## src/rtl/stopwatch_pkg.sv

```systemverilog
// Shared types and widths for the stopwatch controller and its button conditioners.
package stopwatch_pkg;

   localparam int unsigned MS_W  = 7;
   localparam int unsigned SEC_W = 6;
   localparam int unsigned MIN_W = 6;

   localparam int unsigned TICK_DIV_DEF  = 1000000;
   localparam int unsigned DB_CYCLES_DEF = 1000000;

   typedef enum logic [1:0] {
      StIdle,
      StRun,
      StStop,
      StLap
   } sw_state_e;

endpackage

```

## src/rtl/btn_conditioner.sv

```systemverilog
// Synchronises and debounces one raw button, emitting a one-cycle pulse on an accepted press.
module btn_conditioner
   import stopwatch_pkg::*;
#(
   parameter int unsigned DB_CYCLES = DB_CYCLES_DEF
) (
   input  logic clk,
   input  logic reset,
   input  logic btn_i,
   output logic press_o
);

   localparam int unsigned CW = $clog2(DB_CYCLES + 1);
   localparam logic [CW-1:0] CMAX = CW'(DB_CYCLES - 1);

   logic          sync1_q, sync1_d;
   logic          sync2_q, sync2_d;
   logic          level_q, level_d;
   logic          armed_q, armed_d;
   logic          press_q, press_d;
   logic [CW-1:0] cnt_q, cnt_d;

   // Synchroniser resets high so a button held through reset is never seen as a fresh press;
   // presses are only armed once a released (low) sample has been observed.
   always_ff @(posedge clk or posedge reset) begin
      if (reset) begin
         sync1_q <= 1'b1;
         sync2_q <= 1'b1;
         level_q <= 1'b0;
         armed_q <= 1'b0;
         press_q <= 1'b0;
         cnt_q   <= '0;
      end else begin
         sync1_q <= sync1_d;
         sync2_q <= sync2_d;
         level_q <= level_d;
         armed_q <= armed_d;
         press_q <= press_d;
         cnt_q   <= cnt_d;
      end
   end

   always_comb begin
      sync1_d = btn_i;
      sync2_d = sync1_q;
      level_d = level_q;
      armed_d = armed_q | ~sync2_q;
      press_d = 1'b0;
      cnt_d   = '0;
      if (sync2_q != level_q) begin
         if (cnt_q == CMAX) begin
            level_d = sync2_q;
            press_d = sync2_q & armed_q;
         end else begin
            cnt_d = cnt_q + 1'b1;
         end
      end
   end

   assign press_o = press_q;

endmodule

```

## src/rtl/stopwatch_ctrl.sv

```systemverilog
// Stopwatch control FSM: start/stop/lap/clear sequencing, count-tick prescaler and lap latch.
module stopwatch_ctrl
   import stopwatch_pkg::*;
#(
   parameter int unsigned TICK_DIV  = TICK_DIV_DEF,
   parameter int unsigned DB_CYCLES = DB_CYCLES_DEF
) (
   input  logic             clk,
   input  logic             reset,
   input  logic             btn_start,
   input  logic             btn_lap,
   input  logic [MS_W-1:0]  ms_in,
   input  logic [SEC_W-1:0] sec_in,
   input  logic [MIN_W-1:0] min_in,
   output logic             cnt_enable,
   output logic             cnt_clear,
   output logic [MS_W-1:0]  disp_ms,
   output logic [SEC_W-1:0] disp_sec,
   output logic [MIN_W-1:0] disp_min,
   output logic             running,
   output logic             lap_active
);

   localparam int unsigned PW = (TICK_DIV > 1) ? $clog2(TICK_DIV) : 1;
   localparam logic [PW-1:0] PMAX = PW'(TICK_DIV - 1);

   logic start_press, lap_press;

   btn_conditioner #(.DB_CYCLES(DB_CYCLES)) u_btn_start (
      .clk     (clk),
      .reset   (reset),
      .btn_i   (btn_start),
      .press_o (start_press)
   );

   btn_conditioner #(.DB_CYCLES(DB_CYCLES)) u_btn_lap (
      .clk     (clk),
      .reset   (reset),
      .btn_i   (btn_lap),
      .press_o (lap_press)
   );

   sw_state_e        state_q, state_d;
   logic [PW-1:0]    presc_q, presc_d;
   logic             en_q, en_d;
   logic             clr_q, clr_d;
   logic [MS_W-1:0]  lap_ms_q, lap_ms_d;
   logic [SEC_W-1:0] lap_sec_q, lap_sec_d;
   logic [MIN_W-1:0] lap_min_q, lap_min_d;
   logic             counting, lap_go;

   always_ff @(posedge clk or posedge reset) begin
      if (reset) begin
         state_q <= StIdle;
      end else begin
         state_q <= state_d;
      end
   end

   // Start has priority: a coincident lap press is dropped.
   always_comb begin
      state_d = state_q;
      unique case (state_q)
         StIdle:  if (start_press) state_d = StRun;
         StRun:   if (start_press) state_d = StStop; else if (lap_press) state_d = StLap;
         StStop:  if (start_press) state_d = StRun;  else if (lap_press) state_d = StIdle;
         StLap:   if (start_press) state_d = StStop; else if (lap_press) state_d = StRun;
         default: state_d = StIdle;
      endcase
   end

   always_comb begin
      running    = (state_q == StRun) || (state_q == StLap);
      lap_active = (state_q == StLap);
      cnt_enable = en_q;
      cnt_clear  = clr_q;
      if (state_q == StLap) begin
         disp_ms  = lap_ms_q;
         disp_sec = lap_sec_q;
         disp_min = lap_min_q;
      end else begin
         disp_ms  = ms_in;
         disp_sec = sec_in;
         disp_min = min_in;
      end
   end

   always_ff @(posedge clk or posedge reset) begin
      if (reset) begin
         presc_q   <= '0;
         en_q      <= 1'b0;
         clr_q     <= 1'b0;
         lap_ms_q  <= '0;
         lap_sec_q <= '0;
         lap_min_q <= '0;
      end else begin
         presc_q   <= presc_d;
         en_q      <= en_d;
         clr_q     <= clr_d;
         lap_ms_q  <= lap_ms_d;
         lap_sec_q <= lap_sec_d;
         lap_min_q <= lap_min_d;
      end
   end

   // Prescaler holds in STOP so a resume continues the partial tick.
   always_comb begin
      counting  = (state_q == StRun) || (state_q == StLap);
      lap_go    = lap_press & ~start_press;
      clr_d     = lap_go & ((state_q == StIdle) || (state_q == StStop));
      en_d      = counting & (presc_q == PMAX);
      presc_d   = presc_q;
      lap_ms_d  = lap_ms_q;
      lap_sec_d = lap_sec_q;
      lap_min_d = lap_min_q;
      if (clr_d) begin
         presc_d = '0;
      end else if (counting) begin
         presc_d = (presc_q == PMAX) ? '0 : presc_q + 1'b1;
      end
      if (clr_d) begin
         lap_ms_d  = '0;
         lap_sec_d = '0;
         lap_min_d = '0;
      end else if (lap_go && (state_q == StRun)) begin
         lap_ms_d  = ms_in;
         lap_sec_d = sec_in;
         lap_min_d = min_in;
      end
   end

endmodule

```

## config.mk

```make
export PLATFORM = sky130hd
export DESIGN_NAME = stopwatch_ctrl
export DESIGN_NICKNAME = d
export VERILOG_FILES = /design/src/rtl/stopwatch_pkg.sv /design/src/rtl/btn_conditioner.sv /design/src/rtl/stopwatch_ctrl.sv
export SDC_FILE = /design/constraint.sdc
export NUM_CORES = 1
export LEC_CHECK = 0
export ABC_CLOCK_PERIOD_IN_PS = 2150
export CORE_UTILIZATION = 55
export CTS_BUF_LIST = sky130_fd_sc_hd__clkbuf_4
export CTS_CLUSTER_SIZE = 12
export DETAILED_ROUTE_END_ITERATION = 8
export GPL_TIMING_DRIVEN = 0
export HOLD_SLACK_MARGIN = 0.12
export PLACE_DENSITY = 0.87
export SYNTH_ARGS = -nofsm -noshare
export SYNTH_HDL_FRONTEND = slang
export SYNTH_HIERARCHICAL = 1
export SYNTH_SLANG_ARGS = --single-unit
```

## constraint.sdc

```tcl
create_clock -name clk -period 2.15 [get_ports clk]
set_input_delay 0.3225 -clock clk [delete_from_list [all_inputs] [get_ports clk]]
set_output_delay 0.3225 -clock clk [all_outputs]
set_load 0.05 [all_outputs]
```

Word-level counts from Yosys, hierarchy flattened

Cells that the tools add are included.

Register bits after elaboration: 93
Output and inout bits: 23
Logic and storage cells: 81

$add $sub $neg: 3
Eq/ne operators: 12
Muxes and demuxes: 28
Bitwise logic cells: 10
Reduce and logical (&&, ||, !) cells: 9

Operator list:

| kind                                                                     | number |
|---|---|
| 20-bit 2-to-1 mux                                                        | 7 |
| 20-bit by 1-bit adder with 20-bit output (second input constant)         | 3 |
| 20-bit equality test (second input constant)                             | 3 |
| 6-bit 2-to-1 mux                                                         | 6 |
| 7-bit 2-to-1 mux                                                         | 3 |
| 2-bit 2-to-1 mux                                                         | 7 |
| 3-bit by 1-bit inequality test with 1-bit output (second input constant) | 3 |
| 2-bit case mux with 4 select lines                                       | 1 |
| 1-bit AND                                                                | 5 |
| 2-bit equality test (second input constant)                              | 2 |
| 1-bit 2-to-1 mux                                                         | 4 |
| 2-bit AND reduction                                                      | 2 |
| 4-bit AND reduction                                                      | 1 |
| 2-bit nonzero test                                                       | 2 |
| 1-bit NOT                                                                | 3 |
| 2-bit by 1-bit equality test with 1-bit output (second input constant)   | 1 |
| 2-bit zero test                                                          | 1 |
| 1-bit logical OR                                                         | 2 |
| 1-bit inequality test                                                    | 2 |
| 2-bit by 1-bit inequality test with 1-bit output (second input constant) | 1 |
| 1-bit bitwise OR                                                         | 2 |
| 1-bit logical AND                                                        | 1 |

Logic depth before layout (Yosys ltp)

Depth after elaboration: 5
Gate-level depth with buffers: 7
Gate-level depth less buffers: 6

Hierarchy

Netlist, hierarchy kept.

By module, submodules not included:

| module          | times used | cells an instance | area each (um^2) | sequential area each (um^2) |
|---|---|---|---|---|
| btn_conditioner | 2          | 112               | 1,186.1          | 628.1 |
| stopwatch_ctrl  | 1          | 250               | 2,245.9          | 1,076.0 |

Worst setup path before layout

Ideal clock, no wire load.

Kind: reg-to-reg
From: register u_btn_lap.cnt_q[0]
To: register u_btn_lap.cnt_q[18]
Setup time: 78 ps
Data arrival time: 1,706 ps
Required time: 2,072 ps
Slack: 366 ps
Stages on the path, launching flop included: 7
Period minus slack after synthesis: 1,784 ps
Path through: dfrtp_1 -> ha_1 -> nand2_1 -> or3_1 -> buf_2 -> or4_1 -> a21oi_1

Longest elaborated chain between the ends: 3
Elaborated cells between the ends (all ways): 4

Ends and longest elaborated chain:

| what                                                                                    | line                                         | RTL |
|---|---|---|
| start: declaration                                                                      | btn_conditioner.sv:21                        | `logic [CW-1:0] cnt_q, cnt_d;` |
| start signal: assignment                                                                | btn_conditioner.sv:39                        | `cnt_q <= cnt_d;` |
| 20-bit by 1-bit adder with 20-bit output / 20-bit equality test (equally long branches) | btn_conditioner.sv:55, btn_conditioner.sv:51 |  |
| 20-bit 2-to-1 mux (*)                                                                   | btn_conditioner.sv:51                        | `if (cnt_q == CMAX) begin` |
| 20-bit 2-to-1 mux (*)                                                                   | btn_conditioner.sv:50                        | `if (sync2_q != level_q) begin` |
| named net u_btn_lap.cnt_d[18]                                                           | btn_conditioner.sv:21                        |  |

The timed path passes the listed nets; every way through them passes the cells marked *.
A chain may end at the register's enable or synchronous reset.

Worst setup path after layout

From: register state_q[0]
To: output disp_sec[4]

Longest elaborated chain between the ends: 2

Ends and longest elaborated chain:

| what                     | line                 | RTL |
|---|---|---|
| start: declaration       | stopwatch_ctrl.sv:43 | `sw_state_e state_q, state_d;` |
| start signal: assignment | stopwatch_ctrl.sv:54 | `state_q <= StIdle;` |
| start signal: assignment | stopwatch_ctrl.sv:56 | `state_q <= state_d;` |
| 2-bit equality test      | stopwatch_ctrl.sv:77 | `if (state_q == StLap) begin` |
| 6-bit 2-to-1 mux         | stopwatch_ctrl.sv:77 |  |
| end: declaration         | stopwatch_ctrl.sv:18 | `output logic [SEC_W-1:0] disp_sec,` |

No other way between the ends.

==> metrics <==
Max clock buf depth 2; cell leakage power 2.35 nW; global-route wire length before repair 17.2 mm; Layout area overhead 17.2%; CTS tree yes; Total Power 3.00 mW; vias per std cell 5.90; WL met3 409 um; Max stage delay cell, worst path dfrtp_1; sequential power share 59.2%; simple-gate share of the synthesized area 24.5%; EDFF count, synth 0; total CTS buffers 9; CP arrival 1.78 ns; Clock Tree Root clkbuf_4; Pwr Density 554 mW/mm^2; Yosys cell types 45; share of cells above drive strength 1 16.3%; die area 0.00877 sq mm; crit path capture type output port; row count 33; num ports 46; slew margin rel. 36.5%; Crit path largest cell delay 0.40 ns; vias in the first global route 3,759; XOR/XNOR share of the synthesized area 5.69%; first-pass iteration count of the detailed router 5; GRT Util Overall 25.0%; die span in x 93.6 um; Final period util 97.6%; M1 WL 4.47 mm; largest net degree at the start of global routing 44; Pins Over Slew Limit 0; depth of the most critical reg-to-reg path 6; Synth Warn # 6; RSZ-0062 raised after global routing true; HP Start btn_lap; Mapped Nets 500; worst min path class primary input to flip-flop; Top delay family on crit path buffers and inverters; Clock Skews 0.0237 ns; Worst Path Class, Setup flip-flop to output port; Max FO, Critical Path 8; Synth Area in Compound Gates 10.2%; Post-DRT Antenna Nets 0; vias post-DR 3,812; final setup fails 0; drc violations 0; Yosys reg bits 93; met2 wire len 5.23 mm; mapped cell area 0.00462 sq mm; DR WL/cell 15.9 um; Worst Hold End u_btn_lap/sync1_q$_DFF_PP1_; number of port buffers 45; dominant synthesized flop cell dfrtp_1; Worst EP required 1.83 ns; die height 93.6 um; gpl congestion 0.808; max layer used met4; Detail Placement HPWL 7.05 mm; core footprint 0.00818 sq mm; FF-to-FF End u_btn_start/cnt_q[18]$_DFF_PP0_; status finished clean; synthesized area per cell 9.74 sq um; H-tree levels 3; crit path launch type flip-flop; ys async rst share 100%; Crit path buffers/inverters 3; post-route minimum period 2.10 ns; Internal Power 2.24 mW; Final Hold Viols 0; Clock Latency Late Sink 0.44 ns; Setup TNS 0 ns; diode count 0; VDD IR-drop max 0.364 mV; Clk pwr share 32.6%; Worst-path clk slew 0.13 ns; multiplexer share of the synthesized area 5.55%; Final #Nets 562; adder-cell share of the synthesized area 0.813%; initial antenna violation count 0; worst slew pin tran 0.951 ns; hold slack 0.284 ns; Sinks on Clock Net 93; final WL 10.2 mm; Initial Utilization 56.5%; gr ovfl total 0; largest family of logic cells by synthesized area simple AND/OR/NAND/NOR gates; Switching Fraction 25.3%; P_sw 761 uW; R2R Setup Slk 0.13 ns; crit-path cells buf_4, nand2_4, clkbuf_8, mux2_2, buf_4; reg-to-reg startpoint u_btn_start/cnt_q[0]$_DFF_PP0_; max frequency 477 MHz; cells after synthesis 474; logic gate share of total power 8.2%; register area share after synthesis 50.5%; DRT iter0 DRCs 195; MaxCap Viol Count 0; CP startpoint state_q[0]$_DFFE_PP0P_; hold path depth 1; CP dominant cell by count buf_4
[power by group through the flow]
stage | registers, mW | logic (mW) | clock network (mW)
2_1_floorplan | 1.81 | 0.140 | 0
3_5_place_dp | 1.81 | 0.239 | 0
4_1_cts | 1.78 | 0.233 | 1.01
5_1_grt | 1.78 | 0.266 | 1.08
3_3_place_gp | 1.81 | 0.235 | 0
6_report | 1.78 | 0.246 | 0.979
[how the worst max path moves through the flow]
stage	to	slack [ns]	cells past startpoint
after global placement	disp_sec[1]	-0.33	5
after CTS	disp_ms[0]	0.008	5
final	disp_sec[4]	0.05	5
after detailed placement	disp_min[1]	-0.37	5
after floorplan	u_btn_lap/cnt_q[18]$_DFF_PP0_	0.37	6
after global routing	disp_ms[1]	-0.04	5
[layout by cell type (no fill, tap or decap), types with 3 or more instances in the layout]
master and instances:
dfrtp_1 89, nand2_1 77, o21ai_0 40, nor2_1 34, nand3_1 27, clkdlybuf4s50_1 24
mux2_2 21, a21oi_1 20, xor2_1 18, or3_1 16, buf_4 14, xnor2_1 12
buf_6 12, clkbuf_1 10, and3_1 10, clkbuf_4 10, inv_1 9, and4_1 9
buf_2 7, nand4_1 7, or4_1 7, nor3_1 5, nor4_1 5, o31ai_1 4
nor4b_1 4, dfstp_2 4, a22o_1 3, ha_1 3, clkinv_4 3
[kinds of logic after synthesis]
family	count (synthesis)
flops	93
fa+ha+maj	3
compound gates	77
buf+inv	30
simple gates	218
xor+xnor	30
mux	23
[metrics by stage]
step           util, %  setup slack, ns  std cells  instance area (sq um)
6_report          66.2           0.0518        646                   5410
3_3_place_gp      63.6           -0.327        624                   5200
5_1_grt           66.2          -0.0389        646                   5410
4_1_cts           65.2          0.00817        642                   5330
3_5_place_dp      63.6           -0.370        624                   5200
2_1_floorplan        -            0.366        474                   4620
[sequential cells by signal (all words and copies together), names as in the netlist, 2 cells and up]
register / cells
lap_min_q: 6
lap_ms_q: 7
lap_sec_q: 6
presc_q: 20
state_q: 2
u_btn_lap/cnt_q: 20
u_btn_start/cnt_q: 20
[layout make-up]
class,instances,area (sq um)
fill,626,2760
sequential,93,2330
multi-input combinational,351,2170
timing repair buffer,51,487
tap,105,131
buffer,20,108
clock buffer,10,75.1
clock inverter,6,72.6
inverter,10,37.5
[routing by layer]
| metal | vias up | GRT usage [%] |
|---|---|---|
| met5 | - | 0 |
| met4 | 0 | 10.3 |
| met3 | 12 | 3.98 |
| met2 | 101 | 42.5 |
| met1 | 1905 | 31.9 |
| li1 | 1794 | - |
[cells in the mapped netlist, drive strengths merged, types with 10 or more instances]
library cell / instances / area [sq um]
dfrtp: 89 / 2230
nand2: 79 / 299
o21ai: 40 / 200
nor2: 36 / 145
nand3: 29 / 170
mux2: 21 / 236
a21oi: 20 / 100
xor2: 18 / 158
or3: 16 / 100
clkbuf: 12 / 45.0
xnor2: 12 / 105
and4: 11 / 100
and3: 10 / 62.6
inv: 10 / 37.5
[timing repair]
item	4_1_cts	5_1_grt
gates cloned	2	0
setup endpoints to repair	21	40
setup buffers	0	4
hold buffers	0	0
pin swaps	0	3
resized for setup	122	23
[worst register-to-register path, delay by kind of cell, from the launching register on]
kind	cells	cell delay (ns)
AOI/OAI and AO/OA	1	0.17
and+or+nand+nor	3	0.99
buffers and inverters	1	0.16
DFF	1	0.41
adders and majority gates	1	0.23
No activity file was read; power rests on OpenSTA's default activity.
